File: src/rtl/nn_mem_manager.sv
// Three-region register-file memory manager (neuron data, weights, biases) with single-beat and burst-read access.
// Optional build macro NNMEM_CLEAR_EN adds clr_start and a CLEAR state that zeroes all regions.
module nn_mem_manager #(
    parameter int                DATA_W      = 16,
    parameter int                ADDR_W      = 16,
    parameter int                N_DATA      = 6,
    parameter int                N_WEIGHT    = 18,
    parameter int                N_BIAS      = 7,
    parameter logic [ADDR_W-1:0] WEIGHT_BASE = ADDR_W'('h0100),
    parameter logic [ADDR_W-1:0] BIAS_BASE   = ADDR_W'('h0200),
    parameter int                LEN_W       = 5
) (
    input  logic              clk,
    input  logic              rst,
`ifdef NNMEM_CLEAR_EN
    input  logic              clr_start,
`endif
    input  logic              req_valid,
    output logic              req_ready,
    input  logic              req_we,
    input  logic [ADDR_W-1:0] req_addr,
    input  logic [DATA_W-1:0] req_wdata,
    input  logic [LEN_W-1:0]  req_len,
    output logic              rsp_valid,
    output logic [DATA_W-1:0] rsp_rdata,
    output logic              rsp_err,
    output logic              busy
);

    localparam int DI_W = (N_DATA   > 1) ? $clog2(N_DATA)   : 1;
    localparam int WI_W = (N_WEIGHT > 1) ? $clog2(N_WEIGHT) : 1;
    localparam int BI_W = (N_BIAS   > 1) ? $clog2(N_BIAS)   : 1;

    typedef enum logic [1:0] {
        ST_IDLE,
        ST_BURST
`ifdef NNMEM_CLEAR_EN
        , ST_CLEAR
`endif
    } state_e;

    typedef enum logic [1:0] {REG_DATA, REG_WEIGHT, REG_BIAS} region_e;

    typedef struct packed {
        region_e           region;
        logic [ADDR_W-1:0] offset;
        logic              err;
    } decode_t;

    function automatic decode_t decode(input logic [ADDR_W-1:0] addr);
        decode_t d;
        if (addr < WEIGHT_BASE) begin
            d.region = REG_DATA;
            d.offset = addr;
            d.err    = (addr >= ADDR_W'(N_DATA));
        end else if (addr < BIAS_BASE) begin
            d.region = REG_WEIGHT;
            d.offset = addr - WEIGHT_BASE;
            d.err    = (d.offset >= ADDR_W'(N_WEIGHT));
        end else begin
            d.region = REG_BIAS;
            d.offset = addr - BIAS_BASE;
            d.err    = (d.offset >= ADDR_W'(N_BIAS));
        end
        return d;
    endfunction

    logic [DATA_W-1:0] data_mem   [0:N_DATA-1];
    logic [DATA_W-1:0] weight_mem [0:N_WEIGHT-1];
    logic [DATA_W-1:0] bias_mem   [0:N_BIAS-1];

    state_e            state_q, state_d;
    logic [ADDR_W-1:0] addr_q,  addr_d;
    logic [LEN_W-1:0]  cnt_q,   cnt_d;
    logic              rsp_valid_q;
    logic [DATA_W-1:0] rsp_rdata_q, rdata_d;
    logic              rsp_err_q;

    logic              beat_valid;
    logic [ADDR_W-1:0] beat_addr;
    logic              wr_en;
    decode_t           dec;

`ifdef NNMEM_CLEAR_EN
    localparam int MAX_NW = (N_DATA > N_WEIGHT) ? N_DATA : N_WEIGHT;
    localparam int MAX_N  = (MAX_NW > N_BIAS) ? MAX_NW : N_BIAS;
    localparam int CLR_W  = (MAX_N > 1) ? $clog2(MAX_N) : 1;

    logic [CLR_W-1:0] clr_idx_q, clr_idx_d;
`endif

    // NOTE: every signal driven here gets a default first so no path leaves it unassigned (no latches).
    always_comb begin
        state_d    = state_q;
        addr_d     = addr_q;
        cnt_d      = cnt_q;
        beat_valid = 1'b0;
        beat_addr  = addr_q;
        wr_en      = 1'b0;
        req_ready  = (state_q == ST_IDLE) && !rst;
`ifdef NNMEM_CLEAR_EN
        clr_idx_d  = clr_idx_q;
`endif

        case (state_q)
            ST_IDLE: begin
`ifdef NNMEM_CLEAR_EN
                if (clr_start) begin
                    req_ready = 1'b0;
                    state_d   = ST_CLEAR;
                    clr_idx_d = '0;
                end else
`endif
                if (req_valid && req_ready) begin
                    beat_valid = 1'b1;
                    beat_addr  = req_addr;
                    if (req_we) begin
                        wr_en = 1'b1;
                    end else if (req_len != '0) begin
                        state_d = ST_BURST;
                        addr_d  = req_addr + 1'b1;
                        cnt_d   = req_len;
                    end
                end
            end
            ST_BURST: begin
                beat_valid = 1'b1;
                addr_d     = addr_q + 1'b1;
                cnt_d      = cnt_q - 1'b1;
                if (cnt_q == LEN_W'(1)) state_d = ST_IDLE;
            end
`ifdef NNMEM_CLEAR_EN
            ST_CLEAR: begin
                clr_idx_d = clr_idx_q + 1'b1;
                if (clr_idx_q == CLR_W'(MAX_N - 1)) state_d = ST_IDLE;
            end
`endif
            default: state_d = ST_IDLE;
        endcase
    end

    assign dec  = decode(beat_addr);
    assign busy = (state_q != ST_IDLE);

    always_comb begin
        rdata_d = '0;
        if (!wr_en && !dec.err) begin
            case (dec.region)
                REG_DATA:   rdata_d = data_mem[dec.offset[DI_W-1:0]];
                REG_WEIGHT: rdata_d = weight_mem[dec.offset[WI_W-1:0]];
                REG_BIAS:   rdata_d = bias_mem[dec.offset[BI_W-1:0]];
                default:    rdata_d = '0;
            endcase
        end
    end

    // NOTE: state registers use non-blocking assignments so every flop samples pre-edge values.
    always_ff @(posedge clk or posedge rst) begin
        if (rst) begin
            state_q     <= ST_IDLE;
            addr_q      <= '0;
            cnt_q       <= '0;
            rsp_valid_q <= 1'b0;
            rsp_rdata_q <= '0;
            rsp_err_q   <= 1'b0;
`ifdef NNMEM_CLEAR_EN
            clr_idx_q   <= '0;
`endif
        end else begin
            state_q     <= state_d;
            addr_q      <= addr_d;
            cnt_q       <= cnt_d;
            rsp_valid_q <= beat_valid;
            if (beat_valid) begin
                rsp_rdata_q <= rdata_d;
                rsp_err_q   <= dec.err;
            end
`ifdef NNMEM_CLEAR_EN
            clr_idx_q   <= clr_idx_d;
`endif
        end
    end

    // NOTE: memory arrays have no reset; contents are undefined until written, which keeps them plain RAM.
    always_ff @(posedge clk) begin
        if (wr_en && !dec.err) begin
            case (dec.region)
                REG_DATA:   data_mem[dec.offset[DI_W-1:0]]   <= req_wdata;
                REG_WEIGHT: weight_mem[dec.offset[WI_W-1:0]] <= req_wdata;
                REG_BIAS:   bias_mem[dec.offset[BI_W-1:0]]   <= req_wdata;
                default: ;
            endcase
        end
`ifdef NNMEM_CLEAR_EN
        if (state_q == ST_CLEAR) begin
            if (clr_idx_q < CLR_W'(N_DATA))   data_mem[clr_idx_q[DI_W-1:0]]   <= '0;
            if (clr_idx_q < CLR_W'(N_WEIGHT)) weight_mem[clr_idx_q[WI_W-1:0]] <= '0;
            if (clr_idx_q < CLR_W'(N_BIAS))   bias_mem[clr_idx_q[BI_W-1:0]]   <= '0;
        end
`endif
    end

    assign rsp_valid = rsp_valid_q;
    assign rsp_rdata = rsp_rdata_q;
    assign rsp_err   = rsp_err_q;

endmodule

File: config.mk
export PLATFORM = sky130hd
export DESIGN_NAME = nn_mem_manager
export DESIGN_NICKNAME = d
export VERILOG_FILES = /design/src/rtl/nn_mem_manager.sv
export SDC_FILE = /design/constraint.sdc
export NUM_CORES = 1
export LEC_CHECK = 0
export ABC_AREA = 1
export CORE_ASPECT_RATIO = 0.5
export CORE_MARGIN = 2
export CORE_UTILIZATION = 66
export CTS_BUF_LIST = sky130_fd_sc_hd__clkbuf_8
export CTS_CLUSTER_DIAMETER = 100
export DETAILED_ROUTE_END_ITERATION = 10
export DONT_BUFFER_PORTS = 1
export GPL_TIMING_DRIVEN = 0
export PLACE_DENSITY_LB_ADDON = 0.05
export SETUP_SLACK_MARGIN = 0.3
export SLEW_MARGIN = 5
export SYNTH_ARGS = -nofsm -noshare
export SYNTH_HDL_FRONTEND = slang
export SYNTH_SLANG_ARGS = --single-unit
File: constraint.sdc
create_clock -name clk -period 4 [get_ports clk]
set_input_delay 0.4 -clock clk [delete_from_list [all_inputs] [get_ports clk]]
set_output_delay 0.4 -clock clk [all_outputs]
set_load 0.02 [all_outputs]
# Word level (Yosys, flattened, before mapping)
# Memory sizes are Yosys's and may differ from the RTL's.
# Index checks and enable logic that the tools add are counted.
# classes
n_addsub	5
order_cmp	5
eq_ne	8
mux	33
n_reduce_logical	14
# op_table
operator	count
two-way mux 16 bit	6
case mux 16 bit (3 select lines)	1
two-way mux 19 bit	2
adder 16 x 1 -> 16 bit, second input constant	2
greater-or-equal comparator 16 x 3 -> 1 bit, second input constant	2
case mux 16 bit (2 select lines)	1
greater-or-equal comparator 16 x 5 -> 1 bit, second input constant	1
less-than comparator 16 x 10 -> 1 bit, second input constant	1
less-than comparator 16 x 9 -> 1 bit, second input constant	1
subtractor 16 x 10 -> 16 bit, second input constant	1
subtractor 16 x 9 -> 16 bit, second input constant	1
two-way mux 5 bit	3
two-way mux 1 bit	13
case mux 5 bit (2 select lines)	1
two-way mux 2 bit	4
AND reduction 4 bit	2
equality test 5 x 1 -> 1 bit, second input constant	1
nonzero test 5 bit	1
subtractor 5 x 1 -> 5 bit, second input constant	1
equality test 2 x 1 -> 1 bit, second input constant	2
logical AND 1 bit	4
zero test 2 bit	2
inequality test 2 x 1 -> 1 bit, second input constant	2
inequality test 2 bit, second input constant	2
5 further kinds	8
# word_totals
ff_bits	41
ramBits	496
inputBits	41
output_inout_bits	20
wordCells	74
memories	3
# mem_list
memory	depth	word_bits	rd	rd_ports_with_merged_regs	write_ports	line	text
weight_mem	18	16	1	0	1	69	logic [DATA_W-1:0] weight_mem [0:N_WEIGHT-1];
bias_mem	7	16	1	0	1	70	logic [DATA_W-1:0] bias_mem [0:N_BIAS-1];
data_mem	6	16	1	0	1	68	logic [DATA_W-1:0] data_mem [0:N_DATA-1];

# Depth between registers and ports, before layout
# depth
depth_word	13
ltp_mapped	18
depth_no_buf	15

# Worst setup path after synthesis
# No wires, ideal clock.
# synth_path
path_type	register -> register
start	register state_q[0]
end	memory data_mem[0][0] (enable)
setup_time_ns	0.388
t_arrival_ns	3.091
required_time_ns	3.612
slack_ns	0.521
stages_incl_launch_ff	17
n_path_buf	2
synth_period_minus_slack_ns	3.479
path_cell_list	dfrtp_1 buf_6 nor2_8 buf_4 nand3_1 nand2_2 ha_1 nand3_2 nor2_8 nand2_1 nor2_2 nand2_1 nand2_1 inv_2 nand2_2 nand3_1 nor2_1
# synth_between
elab_chain_len	13
elab_cells_between_ends	22
cone_classes	2 x add/sub; 5 x order compare; 9 x mux; 6 x reduce/logical
# synth_rtl
item	line	text
from (decl)	72	state_e state_q, state_d;
from (signal assigned)	170	state_q <= state_d;
zero test 2 bit *	100	req_ready = (state_q == ST_IDLE) && !rst;
logical AND 1 bit *	100	
net req_ready	19	output logic req_ready,
logical AND 1 bit *	114	if (req_valid && req_ready) begin
two-way mux 16 bit	114	
two-way mux 16 bit	105	case (state_q)
subtractor 16 x 10 -> 16 bit or subtractor 16 x 9 -> 16 bit (tied branches)	62, 58	
greater-or-equal comparator 16 x 3 -> 1 bit or greater-or-equal comparator 16 x 5 -> 1 bit (tied branches)	63, 59	
two-way mux 19 bit	56	end else if (addr < BIAS_BASE) begin
two-way mux 19 bit	52	if (addr < WEIGHT_BASE) begin
zero test 1 bit	186	if (wr_en && !dec.err) begin
logical AND 1 bit	186	
two-way mux 1 bit	186	
two-way mux 1 bit (not written as such)	188	REG_DATA: data_mem[dec.offset[DI_W-1:0]] <= req_wdata;
to (decl)	68	
# Mark *: on every way through the listed nets, which the timed path passes. The rest lies on a longest branch.

# Worst setup path after layout
# layout_path
start	register state_q[0]
end	register rsp_rdata_q[0] (netlist: rsp_rdata[0])
# layout_between
elab_chain_len	12
elab_cells_between_ends	30
cone_classes	2 x add/sub; 5 x order compare; 3 x eq/ne; 10 x mux; 7 x reduce/logical; 3 x memory
# layout_rtl
item	line	text
zero test 2 bit	100, 105	
logical AND 1 bit	100	
logical AND 1 bit	114	
two-way mux 16 bit	114	
two-way mux 16 bit	105	
subtractor 16 x 10 -> 16 bit or subtractor 16 x 9 -> 16 bit (tied branches)	62, 58	
greater-or-equal comparator 16 x 3 -> 1 bit or greater-or-equal comparator 16 x 5 -> 1 bit (tied branches)	63, 59	
two-way mux 19 bit	56	
two-way mux 19 bit	52	
zero test 1 bit	147	if (!wr_en && !dec.err) begin
logical AND 1 bit	147	
two-way mux 16 bit	147	
to (signal assigned)	175	rsp_rdata_q <= rdata_d;
to (decl)	76	logic [DATA_W-1:0] rsp_rdata_q, rdata_d;
# Parallel ways exist; a longest one is shown, timed or not.
# A chain may end at the register's enable or synchronous reset.

==> results.json <==
{
  "synth_top_area_cell": "edfxtp_1",
  "grt_usage_pct": 37.63,
  "synth_area_um2": 24120,
  "netlist.area_leader.share_pct": 61.75,
  "ys_ff_latch": 536,
  "finalHoldWorstSlack_ns": -0.003379,
  "grt_max_degree": 32,
  "drive_gt1_share_pct": 11.91,
  "die-width_um": 274.4,
  "cts.clk_slew.worst_paths_ns": 0.07,
  "final_common_cell": "nand2_1",
  "cp_slowest_cell": "nor2_1",
  "crit_path_max_incr_delay_ns": 0.54,
  "clock_latency_ns": 0.68,
  "max_freq_mhz": 276.8,
  "yosys-top-cells-area": "edfxtp_1 (62%), nand2_1 (15%), inv_1 (4.5%), dfrtp_1 (4.1%), o21ai_0 (3.3%)",
  "grt_overflow_total": 0,
  "synth.yosys.seq_area_share_pct": 65.90,
  "crit_chain": "buf_6 > nor2_8 > nand3_2 > nand2_2 > buf_2 > buf_4 > buf_4 > nand2_1 > nand3_1 > nand3_1 > nor2_1 > nor2_1 > nor2_1 > nand2_1 > nand2_1",
  "dp.cells": 2977,
  "crit_arrival_ns": 4.22,
  "slew_headroom_pct": 21.95,
  "rsz0062_at_grt": "no",
  "routedWlPerCell_um": 22.46,
  "ys.flop_type": "edfxtp_1",
  "antenna_found_initial": 1,
  "firstDrtPassIters": 6,
  "worst_slew_pin_slew_ns": 1.167,
  "syn2layout_area_growth_pct": 13.90,
  "grt_pass1_vias": 17100,
  "crit_required_ns": 4.60,
  "final-setup-viol-count": 0,
  "start_util_pct": 67.03,
  "final_cells": 3156,
  "wl_met2_um": 29470,
  "synth_edf_count": 496,
  "nets": 2664,
  "grt_pass1_wl_um": 102900,
  "clock_sinks": 536,
  "fin_crit_sh_pct": 90.30,
  "top_layer_used": "met4",
  "num_vias": 18230,
  "dp_hpwl_um": 47250,
  "port-buffer-count": 0,
  "synthArstFlopShare_pct": 7.463,
  "hold_class": "input port to register",
  "worstSetupPathType": "register to register",
  "fin_crit_ns": 3.612,
  "htreeDepth": 3,
  "vdd_drop_max_v": 0.0004553,
  "cts_root_buf": "clkbuf_8",
  "die_h_um": 139.2,
  "place.gp.congestion": 1.039,
  "cts_buffers": 73,
  "crit_path_end_kind": "register",
  "power_density_nw_per_um2": 585.4,
  "leakagePower_uw": 0.01170,
  "synth_cell_type_count": 40,
  "m1WireLength_um": 27260,
  "crit_fanout": 10,
  "setup_slack_ns": 0.3879,
  "core_area_um2": 35990,
  "startpoint_type": "register",
  "preCtsSetupSlack_ns": -0.4177,
  "first_iter_violations": 2690,
  "cts_tree": "done",
  "nFillCells": 2360,
  "layout_common_cells": "nand2_1 (982), edfxtp_1 (496), inv_1 (309)",
  "dr_wl_met3_um": 11610,
  "ant_nets": 0,
  "drc_errors": 0,
  "clockBufferDepth": 3,
  "core.rowCount": 49,
  "cap_viol_max_count": 0,
  "die_area_um2": 38190,
  "reg2reg_slack_ns": 0.39,
  "violations": "hold timing",
  "fin_area_um2": 27470,
  "final-hold-violation-count": 1,
  "via_per_inst": 5.776,
  "post_dp_cell_area_um2": 25140,
  "slew_viol_final": 0,
  "synth_nets": 2519,
  "synth_warnings": 0,
  "status": "finished with violations",
  "io_pins": 61,
  "routed_wl_um": 70890,
  "syn_inst": 2472,
  "fin_skew_ns": 0.02563,
  "synth_area_per_cell_um2": 9.758
}
==> per-layer routing <==
metal  track usage, %  up-vias
met1            53.67     8433
met4            12.76        0
li1                 -     8247
met3            14.35      232
met2            53.51     1317
met5                0        -
==> sequential cells by signal (all words and copies together) (netlist names), 5 cells and up <==
register,cells
rsp_rdata,16
weight_mem,288
data_mem,96
cnt_q,5
bias_mem,112
addr_q,16
==> path summary, 6_finish.rpt <==
kind	depth (start not counted)	to	from
worst min register to register	2	addr_q[14]	addr_q[14]
worst max-delay path	15	rsp_rdata[0]	state_q[0]
worst min-delay path	4	cnt_q[0]	req_len[0]
min in group asynchronous	2	rsp_rdata[4]	rst
max in group asynchronous	3	state_q[0]	rst
worst max register to register	15	rsp_rdata[0]	state_q[0]
==> what timing repair did <==
item / CTS / global route
cloned: 0 / 0
endpoints found under the hold margin: 539 / 0
setup endpoints to repair: 363 / 504
pin swaps: 14 / 6
setup buffers: 23 / 6
resized for setup: 28 / 20
hold buffers: 20 / 0
==> worst max-delay path, delay by kind of cell, from the launching register on <==
family	cells	cell delay [ns]
DFF	1	0.46
and+or+nand+nor	11	2.01
buffers and inverters	4	1.05
==> cell families (layout without fill, tap and decap cells) <==
family	after synthesis	in the layout	synth area share [%]
xor gates and xnor gates	12	12	0.4357
muxes	9	9	0.3735
buffers and inverters	405	604	6.811
DFF	536	536	65.90
other	0	1	0
AOI/OAI and AO/OA	205	205	4.450
and+or+nand+nor	1299	1299	21.72
adders and majority gates	6	6	0.3112
==> power breakdown <==
group / total, µW / internal (µW) / switching, µW
Clock: 4030 / 1890 / 2140
Combinational: 5690 / 1400 / 4290
Sequential: 6360 / 6240 / 115
Total: 16100 / 9530 / 6550
==> final cells by class <==
type / instances / area (µm²) / area share, %
Antenna cell: 1 / 2.502 / 0.009108
Buffer: 105 / 523.0 / 1.904
Clock buffer: 75 / 1032 / 3.757
Clock inverter: 54 / 297.8 / 1.084
Inverter: 300 / 1126 / 4.099
Multi-Input combinational cell: 1531 / 6852 / 24.94
Sequential cell: 536 / 15900 / 57.86
Tap cell: 484 / 605.6 / 2.204
Timing Repair Buffer: 70 / 1139 / 4.144
==> cell usage after synthesis (9+ instances only) <==
cell        n
mux2i_1     9
dfrtp_1    40
nand3_1    92
inv_1     291
nor2_1    163
nand2_2    10
a21oi_1    26
buf_2      50
edfxtp_1  496
nand2_1   982
clkbuf_1   36
o21ai_0   158
or2_2      17
==> per-stage QoR <==
step | hold WS, ns | TNS (ns) | power, µW | utilization, %
floorplan | 0.4530 | 0 | 9730 | -
global placement | 0.4689 | -208.93 | 11550 | 68.71
detailed placement | 0.2503 | -23.90 | 11640 | 69.85
CTS | 0.0002467 | 0 | 15730 | 75.89
global route | 0.02744 | 0 | 16670 | 76.33
finish | -0.003379 | 0 | 16080 | 76.34
No activity file was read; power rests on OpenSTA's default activity.
